<file path="config.mk">
export PLATFORM = sky130hd
export DESIGN_NAME = pipe_ctrl_flat
export DESIGN_NICKNAME = d
export VERILOG_FILES = /design/src/rtl/pipe_ctrl_pkg.sv /design/src/rtl/pipe_ctrl_if.sv /design/src/rtl/pipe_ctrl.sv /design/src/flat_wrapper.sv
export SDC_FILE = /design/constraint.sdc
export NUM_CORES = 1
export LEC_CHECK = 0
export ABC_AREA = 1
export CORE_MARGIN = 5
export CORE_UTILIZATION = 38
export CTS_BUF_LIST = sky130_fd_sc_hd__clkbuf_4 sky130_fd_sc_hd__clkbuf_8
export DETAILED_ROUTE_END_ITERATION = 10
export PLACE_DENSITY = 0.66
export SLEW_MARGIN = 5
export SYNTH_ARGS = -nofsm -noshare
export SYNTH_HDL_FRONTEND = slang
export SYNTH_SLANG_ARGS = --single-unit
</file>
<file path="constraint.sdc">
create_clock -name clk -period 5.15 [get_ports clk]
set_input_delay 0.515 -clock clk [delete_from_list [all_inputs] [get_ports clk]]
set_output_delay 0.515 -clock clk [all_outputs]
set_load 0.01 [all_outputs]
</file>
<file path="src/rtl/pipe_ctrl_pkg.sv">
// Shared definitions for the pipeline stall/flush controller: stall vector
// layout and encodings, FSM states and default widths.
package pipe_ctrl_pkg;

  localparam int DEF_REG_ADDR_W = 5;
  localparam int DEF_CNT_W      = 6;
  localparam int DEF_PERF_W     = 32;

  localparam int STALL_W = 6;

  // Stall vector bit positions: one hold per pipeline register, PC first.
  localparam int STB_PC  = 0;
  localparam int STB_IF  = 1;
  localparam int STB_ID  = 2;
  localparam int STB_EX  = 3;
  localparam int STB_MEM = 4;
  localparam int STB_WB  = 5;

  // Every stall holds everything upstream of the stage that is blocked.
  localparam logic [STALL_W-1:0] StallNone    = 6'b000000;
  localparam logic [STALL_W-1:0] StallLoadUse = 6'b000111;
  localparam logic [STALL_W-1:0] StallMulti   = 6'b001111;
  localparam logic [STALL_W-1:0] StallMem     = 6'b011111;

  typedef enum logic {
    S_RUN   = 1'b0,
    S_MULTI = 1'b1
  } state_e;

endpackage

</file>
<file path="src/rtl/pipe_ctrl_if.sv">
// Hazard/stall bus between the pipeline stages and pipe_ctrl.
interface pipe_ctrl_if
  import pipe_ctrl_pkg::*;
#(
  parameter int REG_ADDR_W = DEF_REG_ADDR_W,
  parameter int CNT_W      = DEF_CNT_W,
  parameter int PERF_W     = DEF_PERF_W
) ();

  logic                  id_valid_i;
  logic                  id_reg1_read_i;
  logic [REG_ADDR_W-1:0] id_reg1_addr_i;
  logic                  id_reg2_read_i;
  logic [REG_ADDR_W-1:0] id_reg2_addr_i;
  logic                  ex_is_load_i;
  logic                  ex_wreg_i;
  logic [REG_ADDR_W-1:0] ex_wd_i;
  logic                  ex_multi_i;
  logic [CNT_W-1:0]      ex_multi_cycles_i;
  logic                  mem_busy_i;
  logic                  flush_i;
  logic [STALL_W-1:0]    stall_o;
  logic                  flush_o;
  logic                  ex_multi_done_o;
  logic                  busy_o;
  logic [PERF_W-1:0]     stall_cnt_o;

  modport master (
    output id_valid_i, id_reg1_read_i, id_reg1_addr_i, id_reg2_read_i,
           id_reg2_addr_i, ex_is_load_i, ex_wreg_i, ex_wd_i, ex_multi_i,
           ex_multi_cycles_i, mem_busy_i, flush_i,
    input  stall_o, flush_o, ex_multi_done_o, busy_o, stall_cnt_o
  );

  modport slave (
    input  id_valid_i, id_reg1_read_i, id_reg1_addr_i, id_reg2_read_i,
           id_reg2_addr_i, ex_is_load_i, ex_wreg_i, ex_wd_i, ex_multi_i,
           ex_multi_cycles_i, mem_busy_i, flush_i,
    output stall_o, flush_o, ex_multi_done_o, busy_o, stall_cnt_o
  );

endinterface

</file>
<file path="src/rtl/pipe_ctrl.sv">
// Pipeline sequencing and stall controller: load-use detection, multi-cycle
// EX sequencing, MEM back-pressure, flush, and a saturating stall counter.
module pipe_ctrl
  import pipe_ctrl_pkg::*;
#(
  parameter int REG_ADDR_W = DEF_REG_ADDR_W,
  parameter int CNT_W      = DEF_CNT_W,
  parameter int PERF_W     = DEF_PERF_W
) (
  input  logic         clk,
  input  logic         rst,
  pipe_ctrl_if.slave   io_bus
);

  state_e             r_state;
  logic [CNT_W-1:0]   r_cnt;
  logic [PERF_W-1:0]  r_stall_cnt;

  state_e             w_state_nxt;
  logic [CNT_W-1:0]   w_cnt_nxt;
  logic [STALL_W-1:0] w_stall;
  logic               w_flush;
  logic               w_done;
  logic               w_load_use;
  logic               w_src1_hit;
  logic               w_src2_hit;

  // A load result reaches the forwarding network only from MEM, so a
  // consumer sitting directly behind it in ID must wait one cycle.
  always_comb begin
    w_src1_hit = io_bus.id_reg1_read_i && (io_bus.id_reg1_addr_i == io_bus.ex_wd_i);
    w_src2_hit = io_bus.id_reg2_read_i && (io_bus.id_reg2_addr_i == io_bus.ex_wd_i);
    w_load_use = io_bus.id_valid_i && io_bus.ex_is_load_i && io_bus.ex_wreg_i &&
                 (io_bus.ex_wd_i != '0) && (w_src1_hit || w_src2_hit);
  end

  always_comb begin
    w_stall     = StallNone;
    w_flush     = 1'b0;
    w_done      = 1'b0;
    w_state_nxt = r_state;
    w_cnt_nxt   = r_cnt;
    if (!rst) begin
      if (io_bus.flush_i) begin
        w_flush     = 1'b1;
        w_state_nxt = S_RUN;
        w_cnt_nxt   = '0;
      end else if (io_bus.mem_busy_i) begin
        // State and counter hold, so a pending done pulse replays later.
        w_stall = StallMem;
      end else if (r_state == S_MULTI) begin
        if (r_cnt > CNT_W'(1)) begin
          w_stall   = StallMulti;
          w_cnt_nxt = r_cnt - CNT_W'(1);
        end else begin
          w_done      = 1'b1;
          w_state_nxt = S_RUN;
          w_cnt_nxt   = '0;
        end
      end else if (io_bus.ex_multi_i && (io_bus.ex_multi_cycles_i > CNT_W'(1))) begin
        w_stall     = StallMulti;
        w_cnt_nxt   = io_bus.ex_multi_cycles_i - CNT_W'(1);
        w_state_nxt = S_MULTI;
      end else begin
        w_done = io_bus.ex_multi_i;
        if (w_load_use) w_stall = StallLoadUse;
      end
    end
  end

  always_ff @(posedge clk) begin
    if (rst) begin
      r_state     <= S_RUN;
      r_cnt       <= '0;
      r_stall_cnt <= '0;
    end else begin
      r_state <= w_state_nxt;
      r_cnt   <= w_cnt_nxt;
      if ((w_stall != StallNone) && (r_stall_cnt != '1))
        r_stall_cnt <= r_stall_cnt + PERF_W'(1);
    end
  end

  assign io_bus.stall_o         = w_stall;
  assign io_bus.flush_o         = w_flush;
  assign io_bus.ex_multi_done_o = w_done;
  assign io_bus.busy_o          = !rst && (r_state == S_MULTI);
  assign io_bus.stall_cnt_o     = r_stall_cnt;

endmodule
</file>
<file path="src/flat_wrapper.sv">
// flat-port wrapper written by rule: the top's interface ports become plain ports
module pipe_ctrl_flat import pipe_ctrl_pkg::*;
#(
  parameter int REG_ADDR_W = DEF_REG_ADDR_W,
  parameter int CNT_W      = DEF_CNT_W,
  parameter int PERF_W     = DEF_PERF_W
)
  (clk, rst, io_bus_id_valid_i, io_bus_id_reg1_read_i, io_bus_id_reg1_addr_i, io_bus_id_reg2_read_i, io_bus_id_reg2_addr_i, io_bus_ex_is_load_i, io_bus_ex_wreg_i, io_bus_ex_wd_i, io_bus_ex_multi_i, io_bus_ex_multi_cycles_i, io_bus_mem_busy_i, io_bus_flush_i, io_bus_stall_o, io_bus_flush_o, io_bus_ex_multi_done_o, io_bus_busy_o, io_bus_stall_cnt_o);
  pipe_ctrl_if #(.REG_ADDR_W(REG_ADDR_W), .CNT_W(CNT_W), .PERF_W(PERF_W)) io_bus_i ();
  input  logic clk;
  input  logic rst;
  input wire logic [$bits(io_bus_i.id_valid_i)-1:0] io_bus_id_valid_i;
  input wire logic [$bits(io_bus_i.id_reg1_read_i)-1:0] io_bus_id_reg1_read_i;
  input wire logic [$bits(io_bus_i.id_reg1_addr_i)-1:0] io_bus_id_reg1_addr_i;
  input wire logic [$bits(io_bus_i.id_reg2_read_i)-1:0] io_bus_id_reg2_read_i;
  input wire logic [$bits(io_bus_i.id_reg2_addr_i)-1:0] io_bus_id_reg2_addr_i;
  input wire logic [$bits(io_bus_i.ex_is_load_i)-1:0] io_bus_ex_is_load_i;
  input wire logic [$bits(io_bus_i.ex_wreg_i)-1:0] io_bus_ex_wreg_i;
  input wire logic [$bits(io_bus_i.ex_wd_i)-1:0] io_bus_ex_wd_i;
  input wire logic [$bits(io_bus_i.ex_multi_i)-1:0] io_bus_ex_multi_i;
  input wire logic [$bits(io_bus_i.ex_multi_cycles_i)-1:0] io_bus_ex_multi_cycles_i;
  input wire logic [$bits(io_bus_i.mem_busy_i)-1:0] io_bus_mem_busy_i;
  input wire logic [$bits(io_bus_i.flush_i)-1:0] io_bus_flush_i;
  output wire logic [$bits(io_bus_i.stall_o)-1:0] io_bus_stall_o;
  output wire logic [$bits(io_bus_i.flush_o)-1:0] io_bus_flush_o;
  output wire logic [$bits(io_bus_i.ex_multi_done_o)-1:0] io_bus_ex_multi_done_o;
  output wire logic [$bits(io_bus_i.busy_o)-1:0] io_bus_busy_o;
  output wire logic [$bits(io_bus_i.stall_cnt_o)-1:0] io_bus_stall_cnt_o;
  assign io_bus_i.id_valid_i = io_bus_id_valid_i;
  assign io_bus_i.id_reg1_read_i = io_bus_id_reg1_read_i;
  assign io_bus_i.id_reg1_addr_i = io_bus_id_reg1_addr_i;
  assign io_bus_i.id_reg2_read_i = io_bus_id_reg2_read_i;
  assign io_bus_i.id_reg2_addr_i = io_bus_id_reg2_addr_i;
  assign io_bus_i.ex_is_load_i = io_bus_ex_is_load_i;
  assign io_bus_i.ex_wreg_i = io_bus_ex_wreg_i;
  assign io_bus_i.ex_wd_i = io_bus_ex_wd_i;
  assign io_bus_i.ex_multi_i = io_bus_ex_multi_i;
  assign io_bus_i.ex_multi_cycles_i = io_bus_ex_multi_cycles_i;
  assign io_bus_i.mem_busy_i = io_bus_mem_busy_i;
  assign io_bus_i.flush_i = io_bus_flush_i;
  assign io_bus_stall_o = io_bus_i.stall_o;
  assign io_bus_flush_o = io_bus_i.flush_o;
  assign io_bus_ex_multi_done_o = io_bus_i.ex_multi_done_o;
  assign io_bus_busy_o = io_bus_i.busy_o;
  assign io_bus_stall_cnt_o = io_bus_i.stall_cnt_o;
  pipe_ctrl #(.REG_ADDR_W(REG_ADDR_W), .CNT_W(CNT_W), .PERF_W(PERF_W)) u_core (.clk(clk), .rst(rst), .io_bus(io_bus_i));
endmodule
</file>
==> impl_metrics.py <==
metrics = {
    "status": {
        "outcome": "completed",
    },
    "global_routing": {
        "grt.overflow.total": 0,
        "grt_usage": 0.163,
        "first_global_vias": 2904,
        "grt_max_degree": 37,
        "antenna_found_initial": 0,
        "grt_pass1_wl_um": 13200,
    },
    "timing": {
        "clock_skew_ns": 0.0137,
        "fin_crit_sh": 0.633,
        "setup_viol": 0,
        "fin_tns_setup_ns": 0,
        "maxSlewViolCount": 0,
        "tightestPinTransition_ns": 0.670,
        "rsz0062_at_grt": "false",
        "hold_viol": 0,
        "min_period_ns": 3.26,
        "setup_slack_ns": 1.89,
        "fmax_mhz": 307,
        "max_slew_margin": 0.552,
    },
    "clock_network": {
        "post_cts_resized": 0,
        "cts_num_sinks": 39,
        "cts_root_buffer": "clkbuf_8",
        "cts_max_level": 2,
        "cts_made_buffers": 5,
        "clk_latency_ns": 0.29,
        "clock_path_buffers": 2,
        "cts_hold_buf": 0,
        "cts_tree": "yes",
        "cts_setup_buffers": 0,
        "cts.clk_slew.worst_paths_ns": 0.07,
    },
    "worst_setup_path": {
        "crit_fanout": 36,
        "slowest_stage": "clkdlybuf4s50_1",
        "timing.critical_path.mode_cell": "nand3_1",
        "arrival_ns": 2.74,
        "critPathLaunchType": "input port",
        "critical_path.cell_chain": "clkdlybuf4s50_1, inv_1, ha_1, inv_1, nand2_1, nand3_1, nand3_1, nand3_1, nand2_2, nand2_4, clkdlybuf4s50_1",
        "slowest_delay_ns": 0.62,
        "required_ns": 4.64,
        "path_buf_inv": 4,
        "cp_top_family": "buffers and inverters",
        "critPathKind": "in2out",
        "endpoint_kind": "output port",
    },
    "routing": {
        "drc_errors": 0,
        "num_vias": 3175,
        "wl_um": 7980,
        "post_drt_via_cell_ratio": 4.85,
        "ant_nets": 0,
        "drt_pass1_iterations": 5,
        "drt-initial-drc-count": 135,
        "wl_per_cell_um": 12.2,
    },
    "logic_synthesis": {
        "syn_inst": 492,
        "yosysSeqAreaShare": 0.265,
        "synth.yosys.warnings": 0,
        "synthDistinctLibCells": 28,
        "synth_top_area_frac": 0.265,
        "netlist_top_cells_area": "dfxtp_1 (26%), nand2_1 (22%), nor2_1 (9.4%)",
        "synthesis.area_um2": 2950,
        "syn_nets": 528,
        "synth_seq_cells": 39,
        "synth_top_area_cell": "dfxtp_1",
        "avgSynthCellArea_um2": 6.00,
    },
    "layout": {
        "drive_gt1_frac": 0.0398,
        "diodes": 0,
        "area_delta_synth_final_pct": 26.7,
        "nNetsFinal": 590,
    },
    "pwr": {
        "p_leak_nw": 1.43,
        "ir_drop_mv": 0.117,
        "p_per_area_nw_per_um2": 160,
        "power_mw": 0.599,
    },
    "place": {
        "place_congestion": 0.878,
        "place_ws_ns": 1.89,
        "port_buffers": 70,
        "dp_hpwl_um": 6210,
    },
    "floorplanning": {
        "placementRows": 32,
        "io_pins": 72,
        "die_w_um": 98.1,
        "dieArea_um2": 9630,
        "chipHeight_um": 98.1,
        "core_um2": 7650,
        "start_util": 0.386,
    },
    "hold_path": {
        "holdCritPathClass": "reg2reg",
    },
    "flow_run": {
        "cap_viol_max_count": 0,
    },
}
==> layout by cell type, fill, tap and decap left out, drive strengths merged <==
| master | Yosys | routed |
|---|---|---|
| a211oi | 2 | 2 |
| clkbuf | 6 | 5 |
| nand3b | 13 | 13 |
| xor2 | 13 | 13 |
| nor3 | 3 | 3 |
| o21ai | 10 | 10 |
| nor2 | 79 | 79 |
| ha | 5 | 5 |
| a21oi | 37 | 37 |
| buf | 10 | 1 |
| o22ai | 2 | 2 |
| dfxtp | 39 | 39 |
| xnor2 | 8 | 8 |
| nand4 | 2 | 2 |
| conb | 1 | 1 |
| or2 | 1 | 1 |
| nand3 | 44 | 44 |
| clkdlybuf4s50 | 0 | 70 |
| inv | 40 | 40 |
| nand2 | 176 | 176 |
| o21a | 1 | 1 |
| clkinvlp | 0 | 1 |
==> stage by stage <==
stage	util	instances	cell area, µm²	hold slack, ns
after floorplan	-	492	2950	0.469
after CTS	0.489	655	3740	0.503
after global routing	0.489	655	3740	0.539
final	0.489	655	3740	0.501
after detailed placement	0.479	649	3660	0.490
after global placement	0.479	649	3660	0.487
==> final cells by class <==
class,instances,area [µm²]
timing repair buffer,71,708
fill,795,3910
sequential,39,781
tap,102,128
inverter,40,150
multi-input combinational,397,1900
clock buffer,5,68.8
clock inverter,1,7.51
==> power by group <==
part           internal, mW  switching, mW  leakage [nW]  total, mW
Clock                0.0900          0.104        0.0361      0.194
Combinational        0.0457         0.0512          1.08     0.0969
Sequential            0.304        0.00378         0.315      0.308
Total                 0.440          0.159          1.43      0.599
==> state kept, by name, summed over array words and instances, names as in the netlist <==
| name | cells |
|---|---|
| u_core.io_bus.stall_cnt_o | 32 |
| u_core.r_cnt | 6 |
| u_core.r_state | 1 |
==> final timing paths <==
kind                                                    from  slack, ns  depth (start not counted)                            to
worst min register to register               u_core.r_cnt[2]       0.50                          2               u_core.r_cnt[2]
worst min-delay path                         u_core.r_cnt[2]       0.50                          2               u_core.r_cnt[2]
worst max-delay path             io_bus_ex_multi_cycles_i[0]       1.89                         11             io_bus_stall_o[2]
worst max register to register  u_core.io_bus.stall_cnt_o[0]       2.61                          9  u_core.io_bus.stall_cnt_o[0]
==> kinds of logic after synthesis <==
group                    Yosys count  share of synthesized area
XOR/XNOR                          21                     0.0623
AND/OR/NAND/NOR                  318                      0.466
AO/OA/AOI/OAI                     52                     0.0916
other                              1                    0.00127
adder cells (fa/ha/maj)            5                     0.0212
flip-flops                        39                      0.265
buffers and inverters             56                     0.0929
==> layer usage <==
| layer | routed length (µm) | global-route usage |
|---|---|---|
| met2 | 3890 | 0.291 |
| met3 | 387 | 0.0321 |
| met5 | 0 | 0 |
| met1 | 3620 | 0.201 |
| met4 | 90 | 0.0383 |
==> cell usage after synthesis <==
| cell | number |
|---|---|
| a211oi_1 | 2 |
| a21oi_1 | 37 |
| buf_4 | 3 |
| buf_6 | 7 |
| clkbuf_1 | 6 |
| conb_1 | 1 |
| dfxtp_1 | 39 |
| ha_1 | 5 |
| inv_1 | 37 |
| inv_2 | 3 |
| nand2_1 | 170 |
| nand2_2 | 4 |
| nand2_4 | 2 |
| nand3_1 | 43 |
| nand3_2 | 1 |
| nand3b_1 | 13 |
| nand4_1 | 2 |
| nor2_1 | 74 |
| nor2_2 | 2 |
| nor2_4 | 2 |
| nor2_8 | 1 |
| nor3_1 | 3 |
| o21a_1 | 1 |
| o21ai_0 | 10 |
| o22ai_1 | 2 |
| or2_0 | 1 |
| xnor2_1 | 8 |
| xor2_1 | 13 |
==> tightest hold or removal path: cells and delay by family (launching register included) <==
family / cells / cell delay, ns
buffers and inverters: 1 / 0.07
DFF: 1 / 0.33
AOI/OAI and AO/OA: 1 / 0.05
Note: power is estimated with default switching activity, not from simulation.
